==> config.mk <==
export PLATFORM = sky130hd
export DESIGN_NAME = core_dbg_ctrl_flat
export DESIGN_NICKNAME = d
export VERILOG_FILES = /design/src/rtl/core_dbg_ctrl_if.sv /design/src/rtl/core_dbg_ctrl.sv /design/src/flat_wrapper.sv
export SDC_FILE = /design/constraint.sdc
export NUM_CORES = 1
export LEC_CHECK = 0
export ABC_CLOCK_PERIOD_IN_PS = 3550
export CAP_MARGIN = 5
export CORE_ASPECT_RATIO = 0.75
export CORE_MARGIN = 2
export CORE_UTILIZATION = 45
export CTS_CLUSTER_DIAMETER = 200
export CTS_CLUSTER_SIZE = 25
export DETAILED_ROUTE_END_ITERATION = 12
export GPL_TIMING_DRIVEN = 0
export HOLD_SLACK_MARGIN = 0.08
export SLEW_MARGIN = 10
export SYNTH_ARGS = -nofsm -noshare
export SYNTH_HDL_FRONTEND = slang
export SYNTH_SLANG_ARGS = --single-unit
==> constraint.sdc <==
create_clock -name clk -period 3.55 [get_ports clk]
set_clock_uncertainty 0.2 [all_clocks]
set_input_delay 0.5325 -clock clk [delete_from_list [all_inputs] [get_ports clk]]
set_output_delay 0.5325 -clock clk [all_outputs]
set_load 0.02 [all_outputs]
==> src/rtl/core_dbg_ctrl_if.sv <==
// -----------------------------------------------------------------------------
// core_dbg_ctrl_if
// Core-side debug register access bus between the debug APB slave (master)
// and core_dbg_ctrl (slave).
//   dbg_req       master->slave  single-cycle access request
//   dbg_wr_rd     master->slave  1 = write, 0 = read
//   dbg_addr      master->slave  register word address
//   dbg_wdata     master->slave  write data
//   dbg_wstrobe   master->slave  byte enables (scratch registers only)
//   dbg_rdata     slave->master  read data, held until the next read
//   dbg_rd_ready  slave->master  read data valid pulse
//   dbg_err       slave->master  access error pulse
// -----------------------------------------------------------------------------
interface core_dbg_ctrl_if #(
    parameter int REG_ADDR_WIDTH = 5,
    parameter int DATA_WIDTH     = 32
);
    logic                      dbg_req;
    logic                      dbg_wr_rd;
    logic [REG_ADDR_WIDTH-1:0] dbg_addr;
    logic [DATA_WIDTH-1:0]     dbg_wdata;
    logic [DATA_WIDTH/8-1:0]   dbg_wstrobe;
    logic [DATA_WIDTH-1:0]     dbg_rdata;
    logic                      dbg_rd_ready;
    logic                      dbg_err;

    modport master (
        output dbg_req, dbg_wr_rd, dbg_addr, dbg_wdata, dbg_wstrobe,
        input  dbg_rdata, dbg_rd_ready, dbg_err
    );

    modport slave (
        input  dbg_req, dbg_wr_rd, dbg_addr, dbg_wdata, dbg_wstrobe,
        output dbg_rdata, dbg_rd_ready, dbg_err
    );
endinterface

==> src/rtl/core_dbg_ctrl.sv <==
// -----------------------------------------------------------------------------
// core_dbg_ctrl
// Core debug unit: decoded register map, byte-strobed scratch registers,
// halt/resume/single-step state machine, retired-instruction counter and
// last-retired-PC snapshot.
// Ports:
//   clk, rst_n          clock, synchronous active-low reset
//   dbg                 debug register bus (core_dbg_ctrl_if.slave)
//   core_retire_valid   one instruction retired this cycle
//   core_retire_addr    word address of the retired instruction
//   core_fetch_addr     current fetch word address (breakpoint compare)
//   core_pipe_empty     no instructions in flight
//   core_stall          fetch stall (HALTING or HALTED)
//   core_halted         state == HALTED
// Optional feature macro: CORE_DBG_BKPT_EN enables the breakpoint register
// (address 5) and the STATUS.bkpt_hit flag.
// -----------------------------------------------------------------------------
module core_dbg_ctrl #(
    parameter int ADDR_WIDTH     = 32,
    parameter int DATA_WIDTH     = 32,
    parameter int REG_ADDR_WIDTH = 5,
    parameter int NUM_SCRATCH    = 8,
    parameter int CNT_WIDTH      = 48,
    parameter int RST_HALT       = 0
) (
    input  logic                  clk,
    input  logic                  rst_n,
    core_dbg_ctrl_if.slave        dbg,
    input  logic                  core_retire_valid,
    input  logic [ADDR_WIDTH-3:0] core_retire_addr,
    input  logic [ADDR_WIDTH-3:0] core_fetch_addr,
    input  logic                  core_pipe_empty,
    output logic                  core_stall,
    output logic                  core_halted
);
    localparam int STRB_W = DATA_WIDTH / 8;
    localparam logic [REG_ADDR_WIDTH-1:0] A_CTRL = REG_ADDR_WIDTH'(0);
    localparam logic [REG_ADDR_WIDTH-1:0] A_STAT = REG_ADDR_WIDTH'(1);
    localparam logic [REG_ADDR_WIDTH-1:0] A_PC   = REG_ADDR_WIDTH'(2);
    localparam logic [REG_ADDR_WIDTH-1:0] A_CLO  = REG_ADDR_WIDTH'(3);
    localparam logic [REG_ADDR_WIDTH-1:0] A_CHI  = REG_ADDR_WIDTH'(4);
    localparam logic [REG_ADDR_WIDTH-1:0] A_BKPT = REG_ADDR_WIDTH'(5);
    localparam logic [REG_ADDR_WIDTH-1:0] A_LAST = REG_ADDR_WIDTH'(5 + NUM_SCRATCH);
`ifdef CORE_DBG_BKPT_EN
    localparam logic [REG_ADDR_WIDTH-1:0] A_RO_LAST = A_CHI;
`else
    // Without the breakpoint feature, address 5 behaves as read-only zero.
    localparam logic [REG_ADDR_WIDTH-1:0] A_RO_LAST = A_BKPT;
`endif

    typedef enum logic [1:0] {
        RUN     = 2'd0,
        HALTING = 2'd1,
        HALTED  = 2'd2,
        STEP    = 2'd3
    } state_t;

    localparam state_t RST_STATE = (RST_HALT != 0) ? HALTED : RUN;

    state_t                  state, state_nxt;
    logic                    bkpt_hit, bkpt_hit_nxt;
    logic [CNT_WIDTH-1:0]    cnt;
    logic [ADDR_WIDTH-3:0]   pc;
    logic [DATA_WIDTH-1:0]   scratch [NUM_SCRATCH];
    logic [DATA_WIDTH-1:0]   rd_val;
    logic                    rd_req, wr_req, acc_err, addr_bad, ro_hit;
    logic                    halt_cmd, resume_cmd, step_cmd, clr_cmd;
    logic                    bkpt_match;

`ifdef CORE_DBG_BKPT_EN
    logic [DATA_WIDTH-1:0]   bkpt;
    assign bkpt_match = bkpt[0] && (core_fetch_addr == bkpt[ADDR_WIDTH-1:2]);
`else
    logic                    unused_fetch;
    assign unused_fetch = ^core_fetch_addr;
    assign bkpt_match   = 1'b0;
`endif

    assign rd_req   = dbg.dbg_req && !dbg.dbg_wr_rd;
    assign wr_req   = dbg.dbg_req &&  dbg.dbg_wr_rd;
    assign addr_bad = dbg.dbg_addr > A_LAST;
    assign ro_hit   = (dbg.dbg_addr >= A_STAT) && (dbg.dbg_addr <= A_RO_LAST);
    assign acc_err  = dbg.dbg_req && (addr_bad || (dbg.dbg_wr_rd && ro_hit));

    assign halt_cmd   = wr_req && (dbg.dbg_addr == A_CTRL) && dbg.dbg_wdata[0];
    assign resume_cmd = wr_req && (dbg.dbg_addr == A_CTRL) && dbg.dbg_wdata[1];
    assign step_cmd   = wr_req && (dbg.dbg_addr == A_CTRL) && dbg.dbg_wdata[2];
    assign clr_cmd    = wr_req && (dbg.dbg_addr == A_CTRL) && dbg.dbg_wdata[3];

    assign core_stall  = (state == HALTING) || (state == HALTED);
    assign core_halted = (state == HALTED);

    // Read mux; samples registers before this edge's updates.
    always_comb begin
        rd_val = '0;
        case (dbg.dbg_addr)
            A_STAT: rd_val = DATA_WIDTH'({bkpt_hit, state == HALTED, state});
            A_PC:   rd_val = DATA_WIDTH'({pc, 2'b00});
            A_CLO:  rd_val = cnt[DATA_WIDTH-1:0];
            A_CHI:  rd_val = DATA_WIDTH'(cnt >> DATA_WIDTH);
`ifdef CORE_DBG_BKPT_EN
            A_BKPT: rd_val = bkpt;
`endif
            default: begin
                for (int unsigned i = 0; i < NUM_SCRATCH; i++) begin
                    if (dbg.dbg_addr == REG_ADDR_WIDTH'(6 + i)) rd_val = scratch[i];
                end
            end
        endcase
    end

    // HALT beats RESUME only in RUN; RESUME beats HALT/STEP when stalled.
    always_comb begin
        state_nxt    = state;
        bkpt_hit_nxt = bkpt_hit;
        case (state)
            RUN: begin
                if (halt_cmd) begin
                    state_nxt = HALTING;
                end else if (bkpt_match) begin
                    state_nxt    = HALTING;
                    bkpt_hit_nxt = 1'b1;
                end
            end
            HALTING: begin
                if (resume_cmd) begin
                    state_nxt    = RUN;
                    bkpt_hit_nxt = 1'b0;
                end else if (core_pipe_empty) begin
                    state_nxt = HALTED;
                end
            end
            HALTED: begin
                if (resume_cmd) begin
                    state_nxt    = RUN;
                    bkpt_hit_nxt = 1'b0;
                end else if (step_cmd) begin
                    state_nxt    = STEP;
                    bkpt_hit_nxt = 1'b0;
                end
            end
            default: begin
                state_nxt = HALTING;
                if (bkpt_match) bkpt_hit_nxt = 1'b1;
            end
        endcase
    end

    always_ff @(posedge clk) begin
        if (!rst_n) begin
            state            <= RST_STATE;
            bkpt_hit         <= 1'b0;
            cnt              <= '0;
            pc               <= '0;
            dbg.dbg_rdata    <= '0;
            dbg.dbg_rd_ready <= 1'b0;
            dbg.dbg_err      <= 1'b0;
            for (int unsigned i = 0; i < NUM_SCRATCH; i++) scratch[i] <= '0;
`ifdef CORE_DBG_BKPT_EN
            bkpt             <= '0;
`endif
        end else begin
            state    <= state_nxt;
            bkpt_hit <= bkpt_hit_nxt;

            if (clr_cmd)                cnt <= '0;
            else if (core_retire_valid) cnt <= cnt + CNT_WIDTH'(1);
            if (core_retire_valid)      pc  <= core_retire_addr;

            dbg.dbg_rd_ready <= rd_req;
            dbg.dbg_err      <= acc_err;
            if (rd_req) dbg.dbg_rdata <= addr_bad ? '0 : rd_val;

            if (wr_req && !acc_err) begin
`ifdef CORE_DBG_BKPT_EN
                if (dbg.dbg_addr == A_BKPT) bkpt <= dbg.dbg_wdata;
`endif
                for (int unsigned i = 0; i < NUM_SCRATCH; i++) begin
                    if (dbg.dbg_addr == REG_ADDR_WIDTH'(6 + i)) begin
                        for (int unsigned b = 0; b < STRB_W; b++) begin
                            if (dbg.dbg_wstrobe[b])
                                scratch[i][b*8 +: 8] <= dbg.dbg_wdata[b*8 +: 8];
                        end
                    end
                end
            end
        end
    end
endmodule

==> src/flat_wrapper.sv <==
// flat-port wrapper written by rule: the top's interface ports become plain ports
module core_dbg_ctrl_flat 
#(
    parameter int ADDR_WIDTH     = 32,
    parameter int DATA_WIDTH     = 32,
    parameter int REG_ADDR_WIDTH = 5,
    parameter int NUM_SCRATCH    = 8,
    parameter int CNT_WIDTH      = 48,
    parameter int RST_HALT       = 0
)
  (clk, rst_n, core_retire_valid, core_retire_addr, core_fetch_addr, core_pipe_empty, core_stall, core_halted, dbg_dbg_req, dbg_dbg_wr_rd, dbg_dbg_addr, dbg_dbg_wdata, dbg_dbg_wstrobe, dbg_dbg_rdata, dbg_dbg_rd_ready, dbg_dbg_err);
  core_dbg_ctrl_if #(.REG_ADDR_WIDTH(REG_ADDR_WIDTH), .DATA_WIDTH(DATA_WIDTH)) dbg_i ();
  input  logic clk;
  input  logic rst_n;
  input  logic core_retire_valid;
  input  logic [ADDR_WIDTH-3:0] core_retire_addr;
  input  logic [ADDR_WIDTH-3:0] core_fetch_addr;
  input  logic core_pipe_empty;
  output logic core_stall;
  output logic core_halted;
  input wire logic [$bits(dbg_i.dbg_req)-1:0] dbg_dbg_req;
  input wire logic [$bits(dbg_i.dbg_wr_rd)-1:0] dbg_dbg_wr_rd;
  input wire logic [$bits(dbg_i.dbg_addr)-1:0] dbg_dbg_addr;
  input wire logic [$bits(dbg_i.dbg_wdata)-1:0] dbg_dbg_wdata;
  input wire logic [$bits(dbg_i.dbg_wstrobe)-1:0] dbg_dbg_wstrobe;
  output wire logic [$bits(dbg_i.dbg_rdata)-1:0] dbg_dbg_rdata;
  output wire logic [$bits(dbg_i.dbg_rd_ready)-1:0] dbg_dbg_rd_ready;
  output wire logic [$bits(dbg_i.dbg_err)-1:0] dbg_dbg_err;
  assign dbg_i.dbg_req = dbg_dbg_req;
  assign dbg_i.dbg_wr_rd = dbg_dbg_wr_rd;
  assign dbg_i.dbg_addr = dbg_dbg_addr;
  assign dbg_i.dbg_wdata = dbg_dbg_wdata;
  assign dbg_i.dbg_wstrobe = dbg_dbg_wstrobe;
  assign dbg_dbg_rdata = dbg_i.dbg_rdata;
  assign dbg_dbg_rd_ready = dbg_i.dbg_rd_ready;
  assign dbg_dbg_err = dbg_i.dbg_err;
  core_dbg_ctrl #(.ADDR_WIDTH(ADDR_WIDTH), .DATA_WIDTH(DATA_WIDTH), .REG_ADDR_WIDTH(REG_ADDR_WIDTH), .NUM_SCRATCH(NUM_SCRATCH), .CNT_WIDTH(CNT_WIDTH), .RST_HALT(RST_HALT)) u_core (.clk(clk), .rst_n(rst_n), .dbg(dbg_i), .core_retire_valid(core_retire_valid), .core_retire_addr(core_retire_addr), .core_fetch_addr(core_fetch_addr), .core_pipe_empty(core_pipe_empty), .core_stall(core_stall), .core_halted(core_halted));
endmodule
# Word level (Yosys, flattened, before mapping)
# Memories as Yosys holds them, arrays and structs flattened.
# Cells that the tools add are included.
# classes
addsub	1
magnitude_cmp	3
n_eq_ne	18
n_mux	185
n_bitwise	33
n_reduce_logical	21
# op_table
cell	count
32-bit 2-to-1 mux	9
8-bit 2-to-1 mux	32
1-bit 2-to-1 mux	136
32-bit one-hot mux with 4 select lines	1
48-bit by 1-bit adder with 48-bit output, second input constant	1
1-bit bitwise OR	32
5-bit by 4-bit equality test with 1-bit output, second input constant	6
5-bit by 3-bit equality test with 1-bit output, second input constant	3
1-bit logical AND	11
5-bit by 2-bit equality test with 1-bit output, second input constant	2
2-bit 2-to-1 mux	5
2-bit one-hot mux with 3 select lines	1
3-bit AND reduction	2
5-bit by 1-bit equality test with 1-bit output, second input constant	1
5-bit by 1-bit >= comparator with 1-bit output, second input constant	1
5-bit by 4-bit greater-than comparator with 1-bit output, second input constant	1
5-bit by 3-bit less-or-equal comparator with 1-bit output, second input constant	1
5-bit zero test	1
2-bit by 1-bit inequality test with 1-bit output, second input constant	2
3-bit by 1-bit inequality test with 1-bit output, second input constant	1
3-bit by 2-bit inequality test with 1-bit output, second input constant	1
2-bit by 1-bit equality test with 1-bit output, second input constant	1
2-bit equality test, second input constant	1
1-bit zero test	2
6 further kinds	7
# word_totals
reg_bits	115
ram_bits	256
inputBits	107
output_inout_bits	36
wordCells	269
n_memories	1
# mem_list
name	depth	word_bits	read_ports	rd_ports_with_merged_regs	wr	line_no	text
u_core.scratch	8	32	8	0	8	core_dbg_ctrl.sv:64	logic [DATA_WIDTH-1:0] scratch [NUM_SCRATCH];

# Logic depth before layout (Yosys ltp)
# depth
ltp_word	11
mapped_depth	9
ltp_nobuf	7

# Least setup slack after synthesis
# No wires, ideal clock.
# synth_path
path_type	in2reg
start	input port dbg_dbg_addr[3]
end	memory u_core.scratch[7][4], in the netlist u_core.scratch[1][100] (enable)
setup_ns	0.384
arrival_time_ns	2.261
required_ns	2.966
setup_slack_ns	0.705
path_stages	8
cell_sequence	buf_2 buf_2 nand2_1 o211ai_1 a21oi_2 buf_2 nand3_1 o21ai_0
# synth_rtl
element	line_no	text
from (decl)	flat_wrapper.sv:23	input wire logic [$bits(dbg_i.dbg_addr)-1:0] dbg_dbg_addr;
to (decl)	core_dbg_ctrl.sv:64	

==> metrics <==
first drt pass iteration count 6; Max VDD drop 0.256 mV; antenna-violating nets left 0; H-tree levels 1; Finished Cell Area 18900 sq um; final net count 1792; met1 Usage GRT 0.397; pwr/cell area 426 nW/um^2; CTS max path bufs 3; YS warnings 0; EDFF count, synth 256; grt met3 use 0.0526; layout cells sized above 1 0.0491; die height 171 um; Die W 226 um; minimum clock period 3.48 ns; Hold Path Class in2reg; placer congestion estimate 0.920; final slew viol count 0; largest area contributor in the netlist edfxtp_1; num ports 143; core area 36200 sq um; synth unique cells 60; Die Area 38600 sq um; Post-synth top flop edfxtp_1; average cell area after synthesis 10.7 sq um; final cell count without fillers 2190; Total Routed Length 49.8 mm; initial core utilization 0.460; via count 12600; 1st-iter DRT viols 1598; Root Driver clkbuf_16; CP arrival 3.46 ns; routed len/inst 22.7 um; #FFs+latches synth 370; Detail Placement HPWL 38.0 mm; Max Clk Rate 287 MHz; initial antenna violation count 2; outcome finished, final reports clean; hold_buf cts 0; Final setup violation count 0; Syn Nets 1666; unrepaired setup endpoints after global routing true; drt drc 0; GRT Resource Usage Total 0.258; Fin Setup TNS 0 ns; first-pass GRT wire length 73.6 mm; startpoint class of the critical path input pin; aggregate global routing overflow 0; period utilisation layout 0.981; Mapped Cells 1555; largest net degree at the start of global routing 27; Critical Path End Type flop; Hold Vio Cnt, Final 0; row count 60; area fraction of the dominant cell type after synthesis 0.462; port bufs 106; critical path class in2reg; Sink Count 370; global routing's busiest layer met1; CTS Buf Count 18; vias per cell 5.76; peak fanout along the critical path 10; post-placement cell count 2157; Worst slew margin 0.412; ys async rst share 0; Max Cap Viol 0; clk_lat worst skew 0.55 ns; Worst EP required 3.53 ns; CTS tree built; largest cells by area after synthesis edfxtp_1 46%, dfxtp_1 14%, nor2_1 7.1%; dpl cell area 18300 sq um; clk slew on worst S/H paths 0.10 ns; Slew @ Worst Pin 0.879 ns; register area share after synthesis 0.599; setup bufs post-CTS 0; vias in the first global route 11900; met2 Use GR 0.377; Area Growth Syn to Fin 13.4%; LEAKAGE 6.67 nW; Synth Cell Area 16700 sq um
## placed cells by master (no fill, tap or decap), types with 17 or more instances in the layout
master / instances
a211o_1: 17
a21oi_1: 37
a22o_1: 30
a22oi_1: 47
buf_2: 29
clkbuf_1: 71
clkbuf_16: 19
clkdlybuf4s50_1: 106
dfxtp_1: 114
edfxtp_1: 256
inv_1: 52
mux2i_1: 64
nand2_1: 128
nand2b_1: 22
nand3_1: 33
nand4_1: 31
nor2_1: 316
o21ai_0: 25
o22ai_1: 32
xnor2_1: 28
xor2_1: 19
## where the power goes
part / internal [mW] / leakage, nW / switching (mW)
clock network: 1.01 / 0.247 / 1.38
registers: 4.81 / 3.37 / 0.0806
logic: 0.257 / 3.06 / 0.510
total: 6.08 / 6.67 / 1.97
## worst paths after layout
kind                       startpoint                        to  slack, ns  depth (start not counted)
max                   dbg_dbg_addr[1]     u_core.scratch[1][88]       0.07                          8
min                 core_retire_valid             u_core.pc[29]       0.21                          3
max reg2reg            u_core.cnt[15]            u_core.cnt[43]       1.05                          6
min reg2reg  u_core.dbg.dbg_rdata[13]  u_core.dbg.dbg_rdata[13]       0.29                          1
## synth_stat cells (17+ instances only)
cell type	instances
buf_2	29
a211o_1	17
o21ai_0	33
nand2_1	128
mux2i_1	64
o22ai_1	32
inv_1	52
xnor2_1	28
xor2_1	19
nand3_1	33
a21oi_1	37
edfxtp_1	256
a22o_1	30
clkbuf_1	60
a22oi_1	47
nor2_1	316
nand4_1	31
nand2b_1	22
dfxtp_1	114
## metrics by stage
| step | setup slack (ns) | utilization | hold WS [ns] | power [mW] |
|---|---|---|---|---|
| detailed placement | -0.940 | 0.507 | 0.272 | 5.73 |
| CTS | 0.163 | 0.522 | 0.196 | 8.06 |
| finish | 0.0668 | 0.522 | 0.211 | 8.04 |
| global route | -0.00793 | 0.522 | 0.245 | 8.29 |
| global placement | -1.03 | 0.507 | 0.270 | 5.72 |
| floorplan | 0.705 | - | 0.258 | 5.37 |
## cell type report
type	instances	area [sq um]
antenna	2	5.00
clock inverter	1	7.51
sequential	370	9970
timing repair buffer	106	1060
buffer	103	442
multi-input combinational	1027	6060
fill	3296	17300
tap	496	621
clock buffer	30	517
inverter	55	206
## what timing repair did
action	CTS	global route
setup endpoints to repair	69	16
resized for setup	10	0
pin swaps	0	0
## metal layers
layer | wire length (um) | up-vias
li1 | - | 5872
met3 | 4610 | 51
met2 | 21200 | 562
met5 | 0 | -
met4 | 842 | 0
met1 | 23200 | 6138
## state kept, by name (all words and copies together) (netlist names)
signal	cells
u_core.dbg.dbg_err	1
u_core.dbg.dbg_rd_ready	1
u_core.scratch	256
u_core.state	2
u_core.cnt	48
u_core.pc	30
u_core.dbg.dbg_rdata	32
## kinds of logic (layout without fill, tap and decap cells)
group | count (synthesis) | in the layout | share of synthesized area
XOR/XNOR | 47 | 47 | 0.0247
flip-flops | 370 | 370 | 0.599
adder cells (fa/ha/maj) | 4 | 4 | 0.00301
AO/OA/AOI/OAI | 284 | 284 | 0.123
other | 0 | 2 | 0
buffers and inverters | 158 | 295 | 0.0389
AND/OR/NAND/NOR | 628 | 628 | 0.174
multiplexers | 64 | 64 | 0.0385
## worst max-delay path, stage by stage
cell             delay [ns]
clkdlybuf4s50_1        0.57
buf_2                  0.31
buf_2                  0.29
o211ai_1               0.17
a21oi_4                0.37
buf_2                  0.35
nand3_1                0.18
o21ai_1                0.68
Power figures use the tool's default switching activity.
